`config.mk`:
```
export PLATFORM = sky130hd
export DESIGN_NAME = scalar_alu_arbiter
export DESIGN_NICKNAME = d
export VERILOG_FILES = /design/src/rtl/scalar_alu_arbiter.sv
export SDC_FILE = /design/constraint.sdc
export NUM_CORES = 1
export LEC_CHECK = 0
export ABC_AREA = 1
export CAP_MARGIN = 10
export CORE_ASPECT_RATIO = 2
export CORE_UTILIZATION = 42
export CTS_BUF_LIST = sky130_fd_sc_hd__clkbuf_4 sky130_fd_sc_hd__clkbuf_8
export CTS_CLUSTER_SIZE = 25
export DETAILED_ROUTE_END_ITERATION = 8
export PLACE_DENSITY = 0.95
export SLEW_MARGIN = 5
export SYNTH_ARGS = -nofsm -noshare
export SYNTH_HDL_FRONTEND = slang
export SYNTH_SLANG_ARGS = --single-unit
```
`constraint.sdc`:
```
create_clock -name clk -period 2.2 [get_ports clk]
set_input_delay 0.44 -clock clk [delete_from_list [all_inputs] [get_ports clk]]
set_output_delay 0.44 -clock clk [all_outputs]
set_load 0.005 [all_outputs]
```
`src/rtl/scalar_alu_arbiter.sv`:
```
// scalar_alu_arbiter
// Shares one combinational scalar ALU between NREQ requesters using round-robin
// arbitration. The granted request's operands and opcode are registered and drive
// the ALU for one cycle. The result and flags are then captured into a response
// register, which holds until the requester consumes it.
//
// Ports
//   clk, rst            clock, synchronous active-high reset
//   req_valid/ready     per-requester handshake; ready is a one-hot accept pulse
//   req_a/req_b/req_op  packed request fields, requester i at [i*N +: N] / [i*3 +: 3]
//   alu_A/alu_B/alu_ctrl registered ALU inputs
//   alu_out/alu_flags   ALU result and {c,z,gt,v,n}
//   rsp_valid           one-hot response owner
//   rsp_data/rsp_flags  captured result and flags
//   rsp_ready           response consumed
//   busy                high whenever the FSM is not IDLE
//   rsp_err             (ALU_OP_CHECK_EN only) response carries an unsupported-op error
//
// Optional feature macro: ALU_OP_CHECK_EN
//   If defined, opcodes with bit2 set are accepted but never reach the ALU. The
//   response returns zero data and flags with rsp_err set.
//
// state | meaning
// IDLE  | waiting for any req_valid; grant is combinational
// EXEC  | registered operands drive the ALU; result captured at end of cycle
// RESP  | response held until rsp_ready
module scalar_alu_arbiter #(
   parameter int N    = 24,
   parameter int NREQ = 2
) (
   input  logic              clk,
   input  logic              rst,
   input  logic [NREQ-1:0]   req_valid,
   output logic [NREQ-1:0]   req_ready,
   input  logic [NREQ*N-1:0] req_a,
   input  logic [NREQ*N-1:0] req_b,
   input  logic [NREQ*3-1:0] req_op,
   output logic [N-1:0]      alu_A,
   output logic [N-1:0]      alu_B,
   output logic [2:0]        alu_ctrl,
   input  logic [N-1:0]      alu_out,
   input  logic [4:0]        alu_flags,
   output logic [NREQ-1:0]   rsp_valid,
   output logic [N-1:0]      rsp_data,
   output logic [4:0]        rsp_flags,
   input  logic              rsp_ready,
   output logic              busy
`ifdef ALU_OP_CHECK_EN
   ,
   output logic              rsp_err
`endif
);

   localparam int PTR_W = (NREQ > 1) ? $clog2(NREQ) : 1;

   typedef enum logic [1:0] {IDLE, EXEC, RESP} state_t;

   state_t            state_q, state_d;
   logic [PTR_W-1:0]  rr_ptr_q, rr_ptr_d;
   logic [PTR_W-1:0]  grant_q, grant_d;
   logic [N-1:0]      alu_a_q, alu_a_d;
   logic [N-1:0]      alu_b_q, alu_b_d;
   logic [2:0]        alu_ctrl_q, alu_ctrl_d;
   logic [NREQ-1:0]   rsp_valid_q, rsp_valid_d;
   logic [N-1:0]      rsp_data_q, rsp_data_d;
   logic [4:0]        rsp_flags_q, rsp_flags_d;
`ifdef ALU_OP_CHECK_EN
   logic              op_err_q, op_err_d;
   logic              rsp_err_q, rsp_err_d;
`endif

   logic              any_req;
   logic [PTR_W-1:0]  grant_idx;
   logic [PTR_W-1:0]  scan_sel;
   int                scan_idx;
   logic [N-1:0]      sel_a;
   logic [N-1:0]      sel_b;
   logic [2:0]        sel_op;

   // Round-robin scan from rr_ptr. The loop runs from farthest to nearest so the
   // last hit, which is the closest to rr_ptr, wins.
   always_comb begin
      any_req   = 1'b0;
      grant_idx = '0;
      scan_idx  = 0;
      scan_sel  = '0;
      for (int k = NREQ - 1; k >= 0; k--) begin
         scan_idx = int'(rr_ptr_q) + k;
         if (scan_idx >= NREQ) scan_idx = scan_idx - NREQ;
         scan_sel = PTR_W'(scan_idx);
         if (req_valid[scan_sel]) begin
            any_req   = 1'b1;
            grant_idx = scan_sel;
         end
      end
   end

   assign sel_a  = req_a[int'(grant_idx)*N +: N];
   assign sel_b  = req_b[int'(grant_idx)*N +: N];
   assign sel_op = req_op[int'(grant_idx)*3 +: 3];

   always_comb begin
      req_ready = '0;
      if (state_q == IDLE && any_req) req_ready[grant_idx] = 1'b1;
   end

   always_comb begin
      state_d     = state_q;
      rr_ptr_d    = rr_ptr_q;
      grant_d     = grant_q;
      alu_a_d     = alu_a_q;
      alu_b_d     = alu_b_q;
      alu_ctrl_d  = alu_ctrl_q;
      rsp_valid_d = rsp_valid_q;
      rsp_data_d  = rsp_data_q;
      rsp_flags_d = rsp_flags_q;
`ifdef ALU_OP_CHECK_EN
      op_err_d    = op_err_q;
      rsp_err_d   = rsp_err_q;
`endif
      case (state_q)
         IDLE: begin
            if (any_req) begin
               grant_d = grant_idx;
               state_d = EXEC;
`ifdef ALU_OP_CHECK_EN
               op_err_d = sel_op[2];
               if (sel_op[2]) begin
                  // Unsupported op: keep the ALU parked; operands keep their old values.
                  alu_ctrl_d = 3'b000;
               end else begin
                  alu_a_d    = sel_a;
                  alu_b_d    = sel_b;
                  alu_ctrl_d = sel_op;
               end
`else
               alu_a_d    = sel_a;
               alu_b_d    = sel_b;
               alu_ctrl_d = sel_op;
`endif
            end
         end
         EXEC: begin
            rsp_data_d           = alu_out;
            rsp_flags_d          = alu_flags;
            rsp_valid_d          = '0;
            rsp_valid_d[grant_q] = 1'b1;
            rr_ptr_d = (grant_q == PTR_W'(NREQ - 1)) ? '0 : grant_q + 1'b1;
            state_d  = RESP;
`ifdef ALU_OP_CHECK_EN
            if (op_err_q) begin
               rsp_data_d  = '0;
               rsp_flags_d = '0;
               rsp_err_d   = 1'b1;
            end
`endif
         end
         RESP: begin
            if (rsp_ready) begin
               rsp_valid_d = '0;
               state_d     = IDLE;
`ifdef ALU_OP_CHECK_EN
               rsp_err_d   = 1'b0;
`endif
            end
         end
         default: state_d = IDLE;
      endcase
   end

   always_ff @(posedge clk) begin
      if (rst) begin
         state_q     <= IDLE;
         rr_ptr_q    <= '0;
         grant_q     <= '0;
         alu_a_q     <= '0;
         alu_b_q     <= '0;
         alu_ctrl_q  <= 3'b000;
         rsp_valid_q <= '0;
         rsp_data_q  <= '0;
         rsp_flags_q <= '0;
`ifdef ALU_OP_CHECK_EN
         op_err_q    <= 1'b0;
         rsp_err_q   <= 1'b0;
`endif
      end else begin
         state_q     <= state_d;
         rr_ptr_q    <= rr_ptr_d;
         grant_q     <= grant_d;
         alu_a_q     <= alu_a_d;
         alu_b_q     <= alu_b_d;
         alu_ctrl_q  <= alu_ctrl_d;
         rsp_valid_q <= rsp_valid_d;
         rsp_data_q  <= rsp_data_d;
         rsp_flags_q <= rsp_flags_d;
`ifdef ALU_OP_CHECK_EN
         op_err_q    <= op_err_d;
         rsp_err_q   <= rsp_err_d;
`endif
      end
   end

   assign alu_A     = alu_a_q;
   assign alu_B     = alu_b_q;
   assign alu_ctrl  = alu_ctrl_q;
   assign rsp_valid = rsp_valid_q;
   assign rsp_data  = rsp_data_q;
   assign rsp_flags = rsp_flags_q;
   assign busy      = (state_q != IDLE);
`ifdef ALU_OP_CHECK_EN
   assign rsp_err   = rsp_err_q;
`endif

endmodule

```
# After elaboration in Yosys (flattened, before gate mapping)
# Index checks and enable logic that the tools add are counted.
[totals]
ff_bits = 86
out_inout_bits = 85
[op_classes]
add_sub_neg = 4
multipliers = 2
magnitude_cmp = 8
n_eq_ne = 4
shifts = 3
muxes = 20
reduce_logical = 9
[op_table]
columns = ["cell", "n"]
rows = [
  ["48-bit by 32-bit variable part select with 24-bit output", 1],
  ["48-bit by 7-bit variable part select with 24-bit output", 1],
  ["1-bit 2-to-1 mux", 13],
  ["1-bit by 2-bit less-than comparator with 1-bit output (second input constant)", 4],
  ["1-bit by 2-bit multiplier with 3-bit output (second input constant)", 2],
  ["2-bit 2-to-1 mux", 3],
  ["2-bit one-hot mux with 3 select lines", 1],
  ["2-bit AND reduction", 3],
  ["6-bit by 4-bit variable part select with 3-bit output", 1],
  ["2-bit inequality test (second input constant)", 2],
  ["2-bit one-hot mux with 2 select lines", 1],
  ["2-bit nonzero test", 2],
  ["1-bit logical AND", 3],
  ["1-bit by 1-bit adder with 2-bit output (second input constant)", 1],
  ["1-bit demux with 1-bit select", 2],
  ["2-bit by 1-bit equality test with 1-bit output (second input constant)", 1],
  ["2-bit equality test (second input constant)", 1],
  ["1-bit >= comparator (second input constant)", 2],
  ["1-bit by 2-bit >= comparator with 1-bit output (second input constant)", 1],
  ["2-bit >= comparator (second input constant)", 1],
  ["2-bit logical NOT", 1],
  ["1-bit subtractor (second input constant)", 2],
  ["1-bit adder (second input constant)", 1],
]

# Longest topological paths before layout
[depth]
ltp_word = 12
depth_mapped = 8
ltp_nobuf = 7

# Worst setup path after synthesis
# No wires, ideal clock.
[synth_path]
path_type = "input-to-output"
startpoint = "input req_valid[1]"
endpoint = "output req_ready[0]"
arrival_ps = 1044
slack_ps = 716
stages = 4
cell_sequence = "buf_4 o21ai_4 buf_2 nor2_1"
[synth_between]
elab_chain_cells = 9
elab_cells_between_ends = 15
[synth_rtl]
columns = ["element", "line", "rtl"]
rows = [
  ["start: declaration", "33", "input logic [NREQ-1:0] req_valid,"],
  ["1-bit 2-to-1 mux (implied by the code) (2 in a row)", "91", "if (req_valid[scan_sel]) begin"],
  ["1-bit 2-to-1 mux (2 in a row)", "91", ""],
  ["1-bit by 2-bit less-than comparator with 1-bit output (implied by the code) or 1-bit >= comparator (tied branches)", "104", "if (state_q == IDLE && any_req) req_ready[grant_idx] = 1'b1;"],
  ["1-bit logical AND (implied by the code)", "104", ""],
  ["1-bit 2-to-1 mux (implied by the code)", "104", ""],
  ["1-bit demux with 1-bit select", "104", ""],
  ["2-bit 2-to-1 mux (*)", "104", ""],
  ["end: declaration", "34", "output logic [NREQ-1:0] req_ready,"],
]
# Every way passes the cells marked *; elsewhere a longest branch is shown, timed or not. The select of a mux whose other input is x is not followed.

# Final worst setup path
[layout_path]
startpoint = "input req_valid[0]"
endpoint = "output req_ready[1]"
# The elaborated chain is that of the path after synthesis.

==> flow_summary.ini <==
[worst_setup_path]
timing.setup.critical_path_class = input port to output pin
crit_path_end = req_ready[1]
r2r-start = state_q[0]$_SDFFE_PP0P_
worst_path_max_stage_delay_ns = 0.49
cp-end-kind = output pin
critical_path.cell_chain = dlygate4sd2_1 > nand2_2 > nand2_2 > inv_1 > nand2_1 > inv_1 > clkdlybuf4s50_1
timing.reg2reg.setup_slack_ns = 0.59
worst_ep_arrival_time_ns = 1.57
timing.rr.end = alu_A[12]$_SDFFE_PP0P_
start_kind = input port
critical_path_required_ns = 1.76
timing.reg2reg.worst_path_depth = 6
slowest_cell_on_the_critical_path = sky130_fd_sc_hd__clkdlybuf4s50_1
worst_setup_path_startpoint = req_valid[0]
cp_max_fo = 3

[detailed_routing]
drcViolationCount = 0
drt_iter0_markers = 341
detailroute.via_count = 4657
count_of_antenna_violating_nets_left_after_detailed_routing = 0
wirelength_mm = 13.61
wire_per_inst_um = 15.81
drt-pass1-iter-count = 5
via_per_inst = 5.409

[synthesis]
postSynthNetCount = 693
number_of_instances_in_the_synthesized_netlist = 557
yosys_register_bits = 86
yosys_warnings = 0
yosysUniqueCellTypes = 18
syn-cell-area_um2 = 3857
syn_avg_cell_area_um2 = 6.925
sequential_area_share_after_synthesis = 0.4463

[global_routing]
antenna_found_initial = 1
grt.overflow.total = 0
grt_start_max_net_pins = 62
global_route.usage.total = 0.2800
number_of_global_route_vias_before_repair = 4619
grt_pass1_wl_mm = 21.44

[run_status]
run_status = complete, no violations

[sta]
setup-tns-final_ns = 0
finalCritPeriodShare = 0.9153
hold_viol_final = 0
rsz_0062_raised_after_global_routing = no
final-max-slew-violation-count = 0
setup_viol_count_final = 0
fmaxAchievable_ghz = 0.4966
max_slew_margin = 0.5993
whs_ns = 0.4841
timing.final.crit_period_ns = 2.014
max_slew.worst_pin.slew_ns = 0.6010
fin_skew_ns = 0.01184

[clock_network]
cts_tree = done
worst_skew_pair.late_latency_ns = 0.35
clk_path_buf_depth = 2
clkSinkCount = 86
cts_hold_buf = 0
cts_buffers = 9
cts_htree_levels = 3
clk_root_buffer_cell = sky130_fd_sc_hd__clkbuf_8
clk_pin_slew_worst_paths_ns = 0.08

[cells_and_area]
layout_area_overhead_pct = 64.00
drive_above_1_share = 0.04881
final_design_area_no_fill_um2 = 6326
final-instance-count-excl-fill = 861
final_core_utilization = 0.7067
final_net_count = 889
area.sequential_um2 = 1722
multi_input_comb_area_um2 = 1713
fillCellCount = 664

[floorplanning]
die-width_um = 69.77
dieArea_um2 = 9595
row_count = 49
initial_util = 0.4309
top_level_ports = 221
die_h_um = 137.5
core_um2 = 8951

[power]
swShare = 0.2835
total_switching_power_uw = 1243
share_seq_of_total_power = 0.411
leakage_power_of_the_design_uw = 0.002859
max-vdd-ir-drop_v = 0.0005239
comb_power_share = 0.284
p_clk_frac = 0.305
cell_internal_pwr_uw = 3142
powerDensity_nw_per_um2 = 693.2

[hold_path]
path_type_of_the_worst_min_delay_path = flip-flop to flip-flop
timing.hold.worst_path_depth = 2

[placed_design]
finalWeightedCongestion = 0.9166
detailedPlacementHpwl_mm = 9.523
numPlacedInstances = 844
placedInstanceArea_um2 = 6081
io_buffer_count = 220

[job]
cap_violations = 0
## sequential cells by signal (all words and copies together) (netlist names)
| register | cells |
|---|---|
| alu_A | 24 |
| alu_B | 24 |
| rsp_data | 24 |
| rsp_flags | 5 |
| alu_ctrl | 3 |
| rsp_valid | 2 |
| state_q | 2 |
| grant_q | 1 |
| rr_ptr_q | 1 |
## final cells by class
type,count,area share
timing repair buffer,230,0.3629
sequential,86,0.2722
multi-input combinational,367,0.2708
inverter,59,0.03501
tap,102,0.02017
clock buffer,9,0.01958
clock inverter,7,0.01899
antenna,1,0.0003956
## cell usage in the layout, fill, tap and decap left out
master,Yosys,routed
sky130_fd_sc_hd__a21oi_1,5,5
sky130_fd_sc_hd__buf_12,0,2
sky130_fd_sc_hd__buf_2,23,1
sky130_fd_sc_hd__buf_4,1,8
sky130_fd_sc_hd__bufinv_16,0,3
sky130_fd_sc_hd__clkbuf_8,0,9
sky130_fd_sc_hd__clkdlybuf4s50_1,0,218
sky130_fd_sc_hd__clkinv_2,0,1
sky130_fd_sc_hd__clkinvlp_4,0,1
sky130_fd_sc_hd__dfxtp_1,86,86
sky130_fd_sc_hd__diode_2,0,1
sky130_fd_sc_hd__dlygate4sd2_1,0,1
sky130_fd_sc_hd__inv_1,55,55
sky130_fd_sc_hd__inv_2,3,4
sky130_fd_sc_hd__inv_6,0,2
sky130_fd_sc_hd__nand2_1,110,110
sky130_fd_sc_hd__nand2_2,2,2
sky130_fd_sc_hd__nand3_1,104,104
sky130_fd_sc_hd__nand4_1,51,51
sky130_fd_sc_hd__nor2_1,62,62
sky130_fd_sc_hd__nor2_4,2,2
sky130_fd_sc_hd__o21ai_0,29,29
sky130_fd_sc_hd__o21ai_4,1,1
sky130_fd_sc_hd__or2_2,1,1
## kinds of logic (layout without fill, tap and decap cells)
| group | Yosys count | after routing | share of synthesized area |
|---|---|---|---|
| compound gates | 35 | 35 | 0.04833 |
| buf+inv | 104 | 305 | 0.1096 |
| flops | 86 | 86 | 0.4463 |
| other cells | 0 | 1 | 0 |
| simple gates | 332 | 332 | 0.3957 |
## worst min-delay path by stage
stage / startpoint / endpoint / slack, ns
finish: rsp_valid[0]$_SDFFE_PP0P_ / rsp_valid[0]$_SDFFE_PP0P_ / 0.48
global route: rr_ptr_q$_SDFFE_PP0P_ / rr_ptr_q$_SDFFE_PP0P_ / 0.51
CTS: rr_ptr_q$_SDFFE_PP0P_ / rr_ptr_q$_SDFFE_PP0P_ / 0.48
detailed placement: rr_ptr_q$_SDFFE_PP0P_ / rr_ptr_q$_SDFFE_PP0P_ / 0.47
global placement: rr_ptr_q$_SDFFE_PP0P_ / rr_ptr_q$_SDFFE_PP0P_ / 0.46
floorplan: rr_ptr_q$_SDFFE_PP0P_ / rr_ptr_q$_SDFFE_PP0P_ / 0.44
## layer usage
| layer | share of wire | GRT usage | wire length [µm] | vias to the layer above |
|---|---|---|---|---|
| met3 | 0.067 | 0.06364 | 914 | 48 |
| li1 | - | - | - | 2212 |
| met2 | 0.54 | 0.5166 | 7305 | 264 |
| met4 | 0.047 | 0.1600 | 643 | 0 |
| met5 | 0 | 0 | 0 | - |
| met1 | 0.35 | 0.2853 | 4747 | 2133 |
## per-stage QoR
stage          power (µW)  setup WS [ns]
2_1_floorplan        2369         0.7165
3_3_place_gp         3033       -0.03271
3_5_place_dp         3073       -0.05183
4_1_cts              4409         0.1745
5_1_grt              4601         0.1107
6_report             4385         0.1863
## Yosys cell counts
library cell,count,area [µm²]
sky130_fd_sc_hd__a21oi_1,5,25.02
sky130_fd_sc_hd__buf_1,1,3.750
sky130_fd_sc_hd__buf_2,23,115.1
sky130_fd_sc_hd__buf_4,1,7.510
sky130_fd_sc_hd__clkbuf_1,20,75.07
sky130_fd_sc_hd__clkinv_1,1,3.750
sky130_fd_sc_hd__dfxtp_1,86,1722
sky130_fd_sc_hd__inv_1,55,206.5
sky130_fd_sc_hd__inv_2,3,11.26
sky130_fd_sc_hd__nand2_1,110,412.9
sky130_fd_sc_hd__nand2_2,2,12.51
sky130_fd_sc_hd__nand3_1,104,520.5
sky130_fd_sc_hd__nand4_1,51,319.1
sky130_fd_sc_hd__nor2_1,62,232.7
sky130_fd_sc_hd__nor2_4,2,22.52
sky130_fd_sc_hd__o21ai_0,29,145.1
sky130_fd_sc_hd__o21ai_4,1,16.27
sky130_fd_sc_hd__or2_2,1,6.260
## worst max-delay path, delay by kind of cell
family	cells	cell delay, ns
buffers and inverters	4	0.91
and+or+nand+nor	3	0.23
## timing repair
item	in CTS	in global routing
hold endpoints to repair	0	0
setup buffers	0	0
gates resized for setup	1	0
endpoints found under the setup margin	2	0
## power groups by stage
stage	sequential, µW	combinational, µW	clock [µW]
global route	1820	1360	1420
CTS	1800	1250	1360
floorplan	1840	527	0
detailed placement	1830	1240	0
finish	1800	1250	1340
global placement	1830	1210	0
(Power assumes the default switching activity.)
